**src/rtl/desynk_pkg.sv**
```systemverilog
// rtl/desynk_pkg.sv - shared types and glitch polarity helpers for the glitch sequencer
// Contents:
//   seq_state_t               : sequencer FSM states (3-bit encoding)
//   GLITCH_ACTIVE/GLITCH_IDLE : logical glitch levels before the polarity mapping
//   glitch_level()            : maps a logical glitch level onto the physical pin level
package desynk_pkg;

    typedef enum logic [2:0] {
        ST_IDLE      = 3'd0,
        ST_RESETTING = 3'd1,
        ST_WAIT_TRIG = 3'd2,
        ST_DELAY     = 3'd3,
        ST_GLITCH    = 3'd4
    } seq_state_t;

    localparam logic GLITCH_ACTIVE = 1'b1;
    localparam logic GLITCH_IDLE   = 1'b0;

    function automatic logic glitch_level(input bit active_high, input logic level);
        return active_high ? level : ~level;
    endfunction

endpackage

```
**src/rtl/target_glitch_sequencer_if.sv**
```systemverilog
// rtl/target_glitch_sequencer_if.sv - command/status bundle between campaign controller and sequencer
// Signals:
//   start, abort                 : attempt control (controller -> sequencer)
//   delay_cycles, width_cycles,
//   boot_timeout                 : attempt parameters, latched by the sequencer at start
//   busy, done, timed_out        : attempt status (sequencer -> controller)
// Modports: master = controller side, slave = sequencer side.
interface target_glitch_sequencer_if;
    logic        start;
    logic        abort;
    logic [31:0] delay_cycles;
    logic [15:0] width_cycles;
    logic [31:0] boot_timeout;
    logic        busy;
    logic        done;
    logic        timed_out;

    modport master (
        output start, abort, delay_cycles, width_cycles, boot_timeout,
        input  busy, done, timed_out
    );

    modport slave (
        input  start, abort, delay_cycles, width_cycles, boot_timeout,
        output busy, done, timed_out
    );
endinterface

```
**src/rtl/sync_edge_detect.sv**
```systemverilog
// rtl/sync_edge_detect.sv - multi-flop synchronizer with rising-edge detect for async inputs
// Ports:
//   clk  : system clock
//   rst  : synchronous active-high reset, clears all flops
//   d    : asynchronous input
//   rise : high for one cycle after a synchronized 0->1 transition of d
module sync_edge_detect #(
    parameter int STAGES = 2
) (
    input  logic clk,
    input  logic rst,
    input  logic d,
    output logic rise
);

    logic [STAGES-1:0] sync_q;
    logic              prev_q;

    always_ff @(posedge clk) begin
        if (rst) begin
            sync_q <= '0;
            prev_q <= 1'b0;
        end else begin
            sync_q <= {sync_q[STAGES-2:0], d};
            prev_q <= sync_q[STAGES-1];
        end
    end

    assign rise = sync_q[STAGES-1] & ~prev_q;

endmodule

```
**src/rtl/target_glitch_sequencer.sv**
```systemverilog
// rtl/target_glitch_sequencer.sv - per-attempt sequencer: reset target, wait for ready, delay, glitch
// Ports:
//   clk, rst      : system clock, synchronous active-high reset
//   ctl (slave)   : start/abort, latched delay/width/timeout, busy/done/timed_out status
//   target_trig   : asynchronous target ready GPIO, rising edge = ready
//   reset_trigger : one-cycle pulse into the downstream reset module
//   glitch_out    : glitch drive, active level set by GLITCH_ACTIVE_HIGH
module target_glitch_sequencer
    import desynk_pkg::*;
#(
    parameter int unsigned RESET_CYCLES       = 480000,
    parameter int          SYNC_STAGES        = 2,
    parameter bit          GLITCH_ACTIVE_HIGH = 1'b1
) (
    input  logic                            clk,
    input  logic                            rst,
    target_glitch_sequencer_if.slave        ctl,
    input  logic                            target_trig,
    output logic                            reset_trigger,
    output logic                            glitch_out
);

    localparam logic        G_ON        = glitch_level(GLITCH_ACTIVE_HIGH, GLITCH_ACTIVE);
    localparam logic        G_OFF       = glitch_level(GLITCH_ACTIVE_HIGH, GLITCH_IDLE);
    localparam logic [31:0] RESET_LIMIT = RESET_CYCLES;

    seq_state_t  state;
    logic [31:0] counter;
    logic [31:0] delay_q;
    logic [15:0] width_q;
    logic [31:0] timeout_q;
    logic        trig_rise;

    sync_edge_detect #(
        .STAGES (SYNC_STAGES)
    ) u_trig_sync (
        .clk  (clk),
        .rst  (rst),
        .d    (target_trig),
        .rise (trig_rise)
    );

    // counter semantics per state:
    //   RESETTING       : cycles spent in reset, starting at 1
    //   WAIT_TRIG       : cycles elapsed since entry, starting at 0
    //   DELAY / GLITCH  : current cycle index of the phase, starting at 1
    always_ff @(posedge clk) begin
        if (rst) begin
            state         <= ST_IDLE;
            counter       <= '0;
            delay_q       <= '0;
            width_q       <= '0;
            timeout_q     <= '0;
            reset_trigger <= 1'b0;
            glitch_out    <= G_OFF;
            ctl.busy      <= 1'b0;
            ctl.done      <= 1'b0;
            ctl.timed_out <= 1'b0;
        end else begin
            reset_trigger <= 1'b0;
            ctl.done      <= 1'b0;

            if (ctl.abort) begin
                // silent return: no done pulse, last status kept
                state      <= ST_IDLE;
                counter    <= '0;
                glitch_out <= G_OFF;
                ctl.busy   <= 1'b0;
            end else begin
                case (state)
                    ST_IDLE: begin
                        if (ctl.start) begin
                            delay_q       <= ctl.delay_cycles;
                            width_q       <= (ctl.width_cycles == 16'd0) ? 16'd1 : ctl.width_cycles;
                            timeout_q     <= ctl.boot_timeout;
                            reset_trigger <= 1'b1;
                            ctl.timed_out <= 1'b0;
                            ctl.busy      <= 1'b1;
                            counter       <= 32'd1;
                            state         <= ST_RESETTING;
                        end
                    end

                    ST_RESETTING: begin
                        // target is held in reset; its GPIO edges are meaningless here
                        if (counter >= RESET_LIMIT) begin
                            counter <= '0;
                            state   <= ST_WAIT_TRIG;
                        end else begin
                            counter <= counter + 32'd1;
                        end
                    end

                    ST_WAIT_TRIG: begin
                        if (trig_rise) begin
                            counter <= 32'd1;
                            if (delay_q == 32'd0) begin
                                glitch_out <= G_ON;
                                state      <= ST_GLITCH;
                            end else begin
                                state <= ST_DELAY;
                            end
                        end else if ((timeout_q != 32'd0) && (counter >= timeout_q)) begin
                            ctl.timed_out <= 1'b1;
                            ctl.done      <= 1'b1;
                            ctl.busy      <= 1'b0;
                            counter       <= '0;
                            state         <= ST_IDLE;
                        end else begin
                            counter <= counter + 32'd1;
                        end
                    end

                    ST_DELAY: begin
                        if (counter >= delay_q) begin
                            glitch_out <= G_ON;
                            counter    <= 32'd1;
                            state      <= ST_GLITCH;
                        end else begin
                            counter <= counter + 32'd1;
                        end
                    end

                    ST_GLITCH: begin
                        if (counter >= {16'd0, width_q}) begin
                            glitch_out <= G_OFF;
                            ctl.done   <= 1'b1;
                            ctl.busy   <= 1'b0;
                            counter    <= '0;
                            state      <= ST_IDLE;
                        end else begin
                            counter <= counter + 32'd1;
                        end
                    end

                    default: begin
                        glitch_out <= G_OFF;
                        ctl.busy   <= 1'b0;
                        counter    <= '0;
                        state      <= ST_IDLE;
                    end
                endcase
            end
        end
    end

endmodule

```
**src/flat_wrapper.sv**
```systemverilog
// flat-port wrapper written by rule: the top's interface ports become plain ports
module target_glitch_sequencer_flat import desynk_pkg::*;
#(
    parameter int unsigned RESET_CYCLES       = 480000,
    parameter int          SYNC_STAGES        = 2,
    parameter bit          GLITCH_ACTIVE_HIGH = 1'b1
)
  (clk, rst, target_trig, reset_trigger, glitch_out, ctl_start, ctl_abort, ctl_delay_cycles, ctl_width_cycles, ctl_boot_timeout, ctl_busy, ctl_done, ctl_timed_out);
  target_glitch_sequencer_if ctl_i ();
  input  logic clk;
  input  logic rst;
  input  logic target_trig;
  output logic reset_trigger;
  output logic glitch_out;
  input wire logic [$bits(ctl_i.start)-1:0] ctl_start;
  input wire logic [$bits(ctl_i.abort)-1:0] ctl_abort;
  input wire logic [$bits(ctl_i.delay_cycles)-1:0] ctl_delay_cycles;
  input wire logic [$bits(ctl_i.width_cycles)-1:0] ctl_width_cycles;
  input wire logic [$bits(ctl_i.boot_timeout)-1:0] ctl_boot_timeout;
  output wire logic [$bits(ctl_i.busy)-1:0] ctl_busy;
  output wire logic [$bits(ctl_i.done)-1:0] ctl_done;
  output wire logic [$bits(ctl_i.timed_out)-1:0] ctl_timed_out;
  assign ctl_i.start = ctl_start;
  assign ctl_i.abort = ctl_abort;
  assign ctl_i.delay_cycles = ctl_delay_cycles;
  assign ctl_i.width_cycles = ctl_width_cycles;
  assign ctl_i.boot_timeout = ctl_boot_timeout;
  assign ctl_busy = ctl_i.busy;
  assign ctl_done = ctl_i.done;
  assign ctl_timed_out = ctl_i.timed_out;
  target_glitch_sequencer #(.RESET_CYCLES(RESET_CYCLES), .SYNC_STAGES(SYNC_STAGES), .GLITCH_ACTIVE_HIGH(GLITCH_ACTIVE_HIGH)) u_core (.clk(clk), .rst(rst), .ctl(ctl_i), .target_trig(target_trig), .reset_trigger(reset_trigger), .glitch_out(glitch_out));
endmodule
```
**config.mk**
```make
export PLATFORM = sky130hd
export DESIGN_NAME = target_glitch_sequencer_flat
export DESIGN_NICKNAME = d
export VERILOG_FILES = /design/src/rtl/desynk_pkg.sv /design/src/rtl/target_glitch_sequencer_if.sv /design/src/rtl/sync_edge_detect.sv /design/src/rtl/target_glitch_sequencer.sv /design/src/flat_wrapper.sv
export SDC_FILE = /design/constraint.sdc
export NUM_CORES = 1
export LEC_CHECK = 0
export CAP_MARGIN = 20
export CORE_UTILIZATION = 35
export CTS_CLUSTER_SIZE = 30
export DETAILED_ROUTE_END_ITERATION = 12
export PLACE_DENSITY_LB_ADDON = 0.2
export SLEW_MARGIN = 40
export SYNTH_ARGS = -nofsm -noshare
export SYNTH_HDL_FRONTEND = slang
export SYNTH_SLANG_ARGS = --single-unit
export TNS_END_PERCENT = 20
```
**constraint.sdc**
```tcl
create_clock -name clk -period 3.7 [get_ports clk]
set_clock_uncertainty 0.05 [all_clocks]
set_input_delay 0.925 -clock clk [delete_from_list [all_inputs] [get_ports clk]]
set_output_delay 0.925 -clock clk [all_outputs]
set_load 0.1 [all_outputs]
```
==> results of run 1 <==
-- state kept, by name, summed over array words and instances (netlist names) --
register,count
u_core.u_trig_sync.sync_q,2
u_core.ctl.timed_out,1
u_core.counter,32
u_core.state,3
u_core.width_q,16
u_core.glitch_out,1
u_core.timeout_q,32
u_core.reset_trigger,1
u_core.delay_q,32
u_core.ctl.busy,1
u_core.u_trig_sync.prev_q,1
u_core.ctl.done,1
-- final cells by class --
type	count	area, sq um
Sequential cell	123	2462
Fill cell	2097	11120
Timing Repair Buffer	125	1172
Inverter	85	319.1
Clock inverter	10	116.4
Clock buffer	22	474.2
Multi-Input combinational cell	714	4424
Tap cell	270	337.8
-- routing by layer --
metal  GRT usage  vias to the layer above  part of all wire
li1            -                     3621                 -
met1      0.3055                     3286              0.50
met2      0.3099                      185              0.43
met3     0.04317                       25             0.051
met4     0.06237                        0             0.016
met5           0                        -                 0
-- worst register-to-register path: cells and delay by family, from the launching register on --
family | cells | cell delay (ps)
adders and majority gates | 1 | 320
and+or+nand+nor | 2 | 590
AOI/OAI and AO/OA | 6 | 1790
DFF | 1 | 440
buffers and inverters | 1 | 210
-- layout by cell type, fill, tap and decap left out, types with 15 or more instances in the layout --
cell / instances
a21o_1: 15
a21oi_1: 123
nand4_1: 24
o21ai_0: 23
ha_1: 82
clkbuf_16: 17
inv_1: 85
clkdlybuf4s50_1: 83
nor2_1: 34
nor3_1: 17
nand2_1: 209
nor4_1: 33
buf_4: 38
dfxtp_1: 123
nand3_1: 25
-- report_power, final --
group          internal (mW)  switching (mW)  total [mW]
clock network           1.04           0.629        1.67
logic                  0.205           0.262       0.467
registers               1.37          0.0382        1.41
-- cell families after synthesis --
logic type	after synthesis
adder cells (fa/ha/maj)	82
XOR/XNOR	2
AND/OR/NAND/NOR	388
buffers and inverters	128
flip-flops	123
AO/OA/AOI/OAI	242
-- worst paths after layout --
| kind | startpoint | end | slack, ps | cells past startpoint |
|---|---|---|---|---|
| setup / recovery | u_core.counter[0] | u_core.counter[2] | 250 | 10 |
| setup reg to reg | u_core.counter[0] | u_core.counter[2] | 250 | 10 |
| hold reg to reg | u_core.width_q[6] | u_core.width_q[6] | 400 | 2 |
| hold / removal | u_core.width_q[6] | u_core.width_q[6] | 400 | 2 |
-- metrics by stage --
stage | cells | hold slack, ps | utilization | cell area, sq um | total power [mW]
floorplan | 965 | 363.8 | - | 7368 | 1.704
global placement | 1317 | 390.8 | 0.4259 | 8701 | 1.901
detailed placement | 1317 | 398.9 | 0.4261 | 8706 | 1.905
CTS | 1349 | 406.8 | 0.4550 | 9296 | 3.579
global route | 1349 | 426.7 | 0.4555 | 9306 | 3.701
finish | 1349 | 403.8 | 0.4555 | 9306 | 3.549
-- what timing repair did --
item,CTS,global route
endpoints found under the setup margin,0,10
setup buffers,0,0
gates resized for setup,0,2
endpoints found under the hold margin,0,0
==> impl_metrics.env, run 1 <==
export IMPL_yosysUniqueCellTypes=62
export IMPL_die_y_um=147.1
export IMPL_finalCriticalPeriod_ps=3446
export IMPL_ir_worst_vdd_mv=0.2475
export IMPL_max_cap_viol_count=0
export IMPL_cts_hold_buf=0
export IMPL_place_ws_ps=104.7
export IMPL_portBuffers=89
export IMPL_die_width_um=147.1
export IMPL_wire_per_inst_um=16.39
export IMPL_tightest_slew_ps=816.8
export IMPL_fin_tns_setup_ps=0
export IMPL_synthArstFlopShare=0
export IMPL_cts_tree="done"
export IMPL_final_hold_viol_count=0
export IMPL_grt_pass1_wl_um=35450
export IMPL_critPathBufInv=1
export IMPL_vias=7117
export IMPL_antenna_left=0
export IMPL_finalSetupViolations=0
export IMPL_synthXorXnorAreaFrac=0.002377
export IMPL_die_area_sq_um=21640
export IMPL_syn_to_final_growth_pct=26.30
export IMPL_drt_initial_drc_count=389
export IMPL_yosysTopAreaCellShare=0.3342
export IMPL_crit_family="compound AO/OA/AOI/OAI gates"
export IMPL_initial_core_util=0.3607
export IMPL_critPathMaxFanout=10
export IMPL_max_freq_mhz=290.2
export IMPL_ys_warn_count=0
export IMPL_avgSynthCellArea_sq_um=7.636
export IMPL_worstPathArrival_ps=3760
export IMPL_post_drt_via_cell_ratio=5.276
export IMPL_cp_slowest_cell="a2111o_1"
export IMPL_overflow=0
export IMPL_max_stage_delay_ps=550
export IMPL_rsz0062_at_grt="no"
export IMPL_synthMuxAreaShare=0
export IMPL_clk_path_buf_depth=2
export IMPL_drtPass1Iterations=5
export IMPL_p_per_area_nw_per_um2=381.4
export IMPL_synth_simple_area_share=0.2427
export IMPL_cts_clk_slew_worst_paths_ps=60
export IMPL_startpoint_type="flop"
export IMPL_worst_setup_path_end_kind="flop"
export IMPL_timing_final_crit_share=0.9314
export IMPL_grt_max_degree=85
export IMPL_synth_top_family_by_area="simple AND/OR/NAND/NOR gates"
export IMPL_slew_violations=0
export IMPL_synth_edff_count=0
export IMPL_synth_flop_cell="dfxtp_1"
export IMPL_yosysMostFrequentCell="nand2_1"
export IMPL_synth_area_leaders="dfxtp_1 33%, ha_1 14%, nand2_1 11%"
export IMPL_cts_buffers=17
export IMPL_std_cell_rows=52
export IMPL_antenna_found_initial=0
export IMPL_yosys_area_top_type="dfxtp_1"
export IMPL_wirelength_um=22100
export IMPL_power_leakage_nw=3.694
export IMPL_yosysSeqAreaShare=0.3342
export IMPL_clock_latency_ps=420
export IMPL_nets=1233
export IMPL_clock_sinks=123
export IMPL_h_tree_depth=4
export IMPL_yosys_area_share_adder=0.1392
export IMPL_num_io_pins=90
export IMPL_drive_gt1_frac=0.08990
export IMPL_postLayoutSetupSlackWorst_ps=253.8
export IMPL_num_antenna_cells=0
export IMPL_synth_compound_area_frac=0.2128
export IMPL_synth_area_sq_um=7368
export IMPL_grt_pass1_vias=6622
export IMPL_crit_type="reg2reg"
export IMPL_cts_root_buf="clkbuf_16"
export IMPL_synth_fp_nets=1132
export IMPL_cp_data_required_time_ps=4010
export IMPL_worst_hold_path_type="reg2reg"
export IMPL_ys_ff_latch=123
export IMPL_timing_slew_headroom=0.4541
export IMPL_ys_top_cells_by_count="209 x nand2_1, 123 x a21oi_1, 123 x dfxtp_1"
export IMPL_dpl_hpwl_um=16240
export IMPL_routabilityCongestion=0.8952
export IMPL_drc_errors=0
export IMPL_coreArea_sq_um=20430
export IMPL_synthCells=965
export IMPL_crit_chain="inv_1 > ha_1 > nand2b_4 > a2111oi_2 > o311ai_1 > a2111o_1 > a21oi_4 > a211oi_2 > nor2_2 > a22o_1"
export IMPL_grt_use_total=0.2102
export IMPL_outcome="finished, final reports clean"
No activity file was read; power rests on OpenSTA's default activity.
==> inputs of run 2 (changes only) <==
--- a/config.mk
+++ b/config.mk
@@ -11,2 +11,3 @@
 export DETAILED_ROUTE_END_ITERATION = 12
+export GPL_ROUTABILITY_DRIVEN = 0
 export PLACE_DENSITY_LB_ADDON = 0.2
==> constraint.sdc (replaced) <==
create_clock -name clk -period 3.7 [get_ports clk]
set_clock_uncertainty 0.05 [all_clocks]
set_input_delay 0.555 -clock clk [delete_from_list [all_inputs] [get_ports clk]]
set_output_delay 0.555 -clock clk [all_outputs]
set_load 0.1 [all_outputs]
==> impl_metrics.env, run 2 (synthesis results as in run 1) <==
export IMPL_outcome="finished, final reports clean"
export IMPL_clk_path_buf_depth=2
export IMPL_cts_buffers=17
export IMPL_vias=7057
export IMPL_num_io_pins=90
export IMPL_fin_tns_setup_ps=0
export IMPL_max_freq_mhz=296.8
export IMPL_switchingPower_mw=0.9483
export IMPL_final_common_cell="nand2_1"
export IMPL_power_frac_comb=0.123
export IMPL_power_leakage_nw=3.676
export IMPL_tightest_slew_ps=699.7
export IMPL_timing_final_crit_share=0.9105
export IMPL_final_cell_mix="209 x nand2_1, 123 x a21oi_1, 123 x dfxtp_1"
export IMPL_die_y_um=147.1
export IMPL_h_tree_depth=4
export IMPL_grt_pass1_wl_um=34870
export IMPL_drc_errors=0
export IMPL_num_antenna_cells=0
export IMPL_final_hold_viol_count=0
export IMPL_reg_top3="u_core.counter: 32 flops, u_core.delay_q: 32 flops, u_core.timeout_q: 32 flops"
export IMPL_std_cell_rows=52
export IMPL_swShare=0.2535
export IMPL_max_cap_viol_count=0
export IMPL_drtPass1Iterations=7
export IMPL_coreArea_sq_um=20430
export IMPL_rsz0062_at_grt="no"
export IMPL_p_clk_frac=0.500
export IMPL_wirelength_um=21530
export IMPL_clock_sinks=123
export IMPL_ctsResizeCount=0
export IMPL_dpl_hpwl_um=16200
export IMPL_seqPwrFrac=0.377
export IMPL_slew_violations=0
export IMPL_overflow=0
export IMPL_syn_to_final_growth_pct=26.03
export IMPL_nets=1226
export IMPL_timing_slew_headroom=0.5335
export IMPL_die_area_sq_um=21640
export IMPL_finalSetupViolations=0
export IMPL_startpoint_type="flop"
export IMPL_post_drt_via_cell_ratio=5.259
export IMPL_crit_type="reg2reg"
export IMPL_drive_gt1_frac=0.08302
export IMPL_initial_core_util=0.3607
export IMPL_antenna_left=0
export IMPL_drt_initial_drc_count=552
export IMPL_grt_use_total=0.2068
export IMPL_worst_hold_path_type="reg2reg"
export IMPL_die_width_um=147.1
export IMPL_cts_clk_slew_worst_paths_ps=60
export IMPL_wire_per_inst_um=16.04
export IMPL_power_internal_mw=2.792
export IMPL_p_per_area_nw_per_um2=402.8
export IMPL_critPathMaxFanout=10
export IMPL_portBuffers=89
export IMPL_cts_tree="done"
export IMPL_cp_data_required_time_ps=3980
export IMPL_finalCriticalPeriod_ps=3369
export IMPL_grt_pass1_vias=6568
export IMPL_cts_root_buf="clkbuf_16"
export IMPL_cts_hold_buf=0
export IMPL_clock_latency_ps=430
export IMPL_hold_ws_ps=405.2
export IMPL_cts_setup_buffers=0
export IMPL_worstPathArrival_ps=3650
export IMPL_worst_setup_path_end_kind="flop"
export IMPL_grt_max_degree=85
export IMPL_ir_worst_vdd_mv=0.2458
export IMPL_antenna_found_initial=0
[run 2: cell types whose count changed in the layout (fill, tap and decap cells not counted), moves of 2 or more]
| cell | before | now |
|---|---|---|
| buf_4 | 38 | 27 |
| buf_2 | 1 | 6 |
| bufinv_16 | 2 | 5 |
| clkbuf_8 | 3 | 1 |
| clkinv_2 | 2 | 0 |
| clkinv_4 | 1 | 3 |
[run 2: path summary, 6_finish.rpt]
check	startpoint	to	slack (ps)	depth (start not counted)
max reg2reg	u_core.counter[0]	u_core.counter[21]	330	11
max	u_core.counter[0]	u_core.counter[21]	330	11
min	u_core.width_q[8]	u_core.width_q[8]	410	2
min reg2reg	u_core.width_q[8]	u_core.width_q[8]	410	2
[run 2: critical path, stage by stage, from the launching register on]
cell and delay [ps]:
dfxtp_1 400, inv_1 150, ha_1 310, nand2b_4 140, a2111oi_2 350, o311ai_1 160
a2111o_1 530, a21oi_4 220, a211oi_2 100, buf_4 180, nand2b_1 370, o31ai_2 310
[run 2: per-stage QoR]
| stage | power (mW) | util | setup slack, ps | cells | area, sq um |
|---|---|---|---|---|---|
| 3_3_place_gp | 1.900 | 0.4233 | 316.3 | 1310 | 8648 |
| 6_report | 3.740 | 0.4546 | 331.2 | 1342 | 9286 |
| 2_1_floorplan | 1.704 | - | 988.0 | 965 | 7368 |
| 4_1_cts | 3.774 | 0.4546 | 332.1 | 1342 | 9286 |
| 5_1_grt | 3.887 | 0.4546 | 141.2 | 1342 | 9286 |
| 3_5_place_dp | 1.901 | 0.4223 | 373.0 | 1310 | 8628 |
[run 2: power by group through the flow]
stage / Clock (mW) / Sequential (mW) / Combinational, mW
after floorplan: 0 / 1.44 / 0.265
after global placement: 0 / 1.44 / 0.462
after detailed placement: 0 / 1.44 / 0.462
after CTS: 1.90 / 1.41 / 0.466
after global routing: 1.96 / 1.42 / 0.513
final: 1.87 / 1.41 / 0.461
[run 2: metal layers]
| layer | wire, um | up-vias | GRT usage |
|---|---|---|---|
| met5 | 0 | - | 0 |
| met4 | 334 | 0 | 0.05773 |
| met3 | 1115 | 17 | 0.04627 |
| met2 | 9289 | 183 | 0.3118 |
| met1 | 10790 | 3247 | 0.2937 |
| li1 | - | 3610 | - |
[run 2: cell type report]
cell class / instances / area [sq um]
Sequential cell: 123 / 2462
Clock buffer: 19 / 442.9
Clock inverter: 13 / 215.2
Multi-Input combinational cell: 714 / 4414
Tap cell: 270 / 337.8
Inverter: 85 / 319.1
Fill cell: 2154 / 11140
Timing Repair Buffer: 118 / 1095
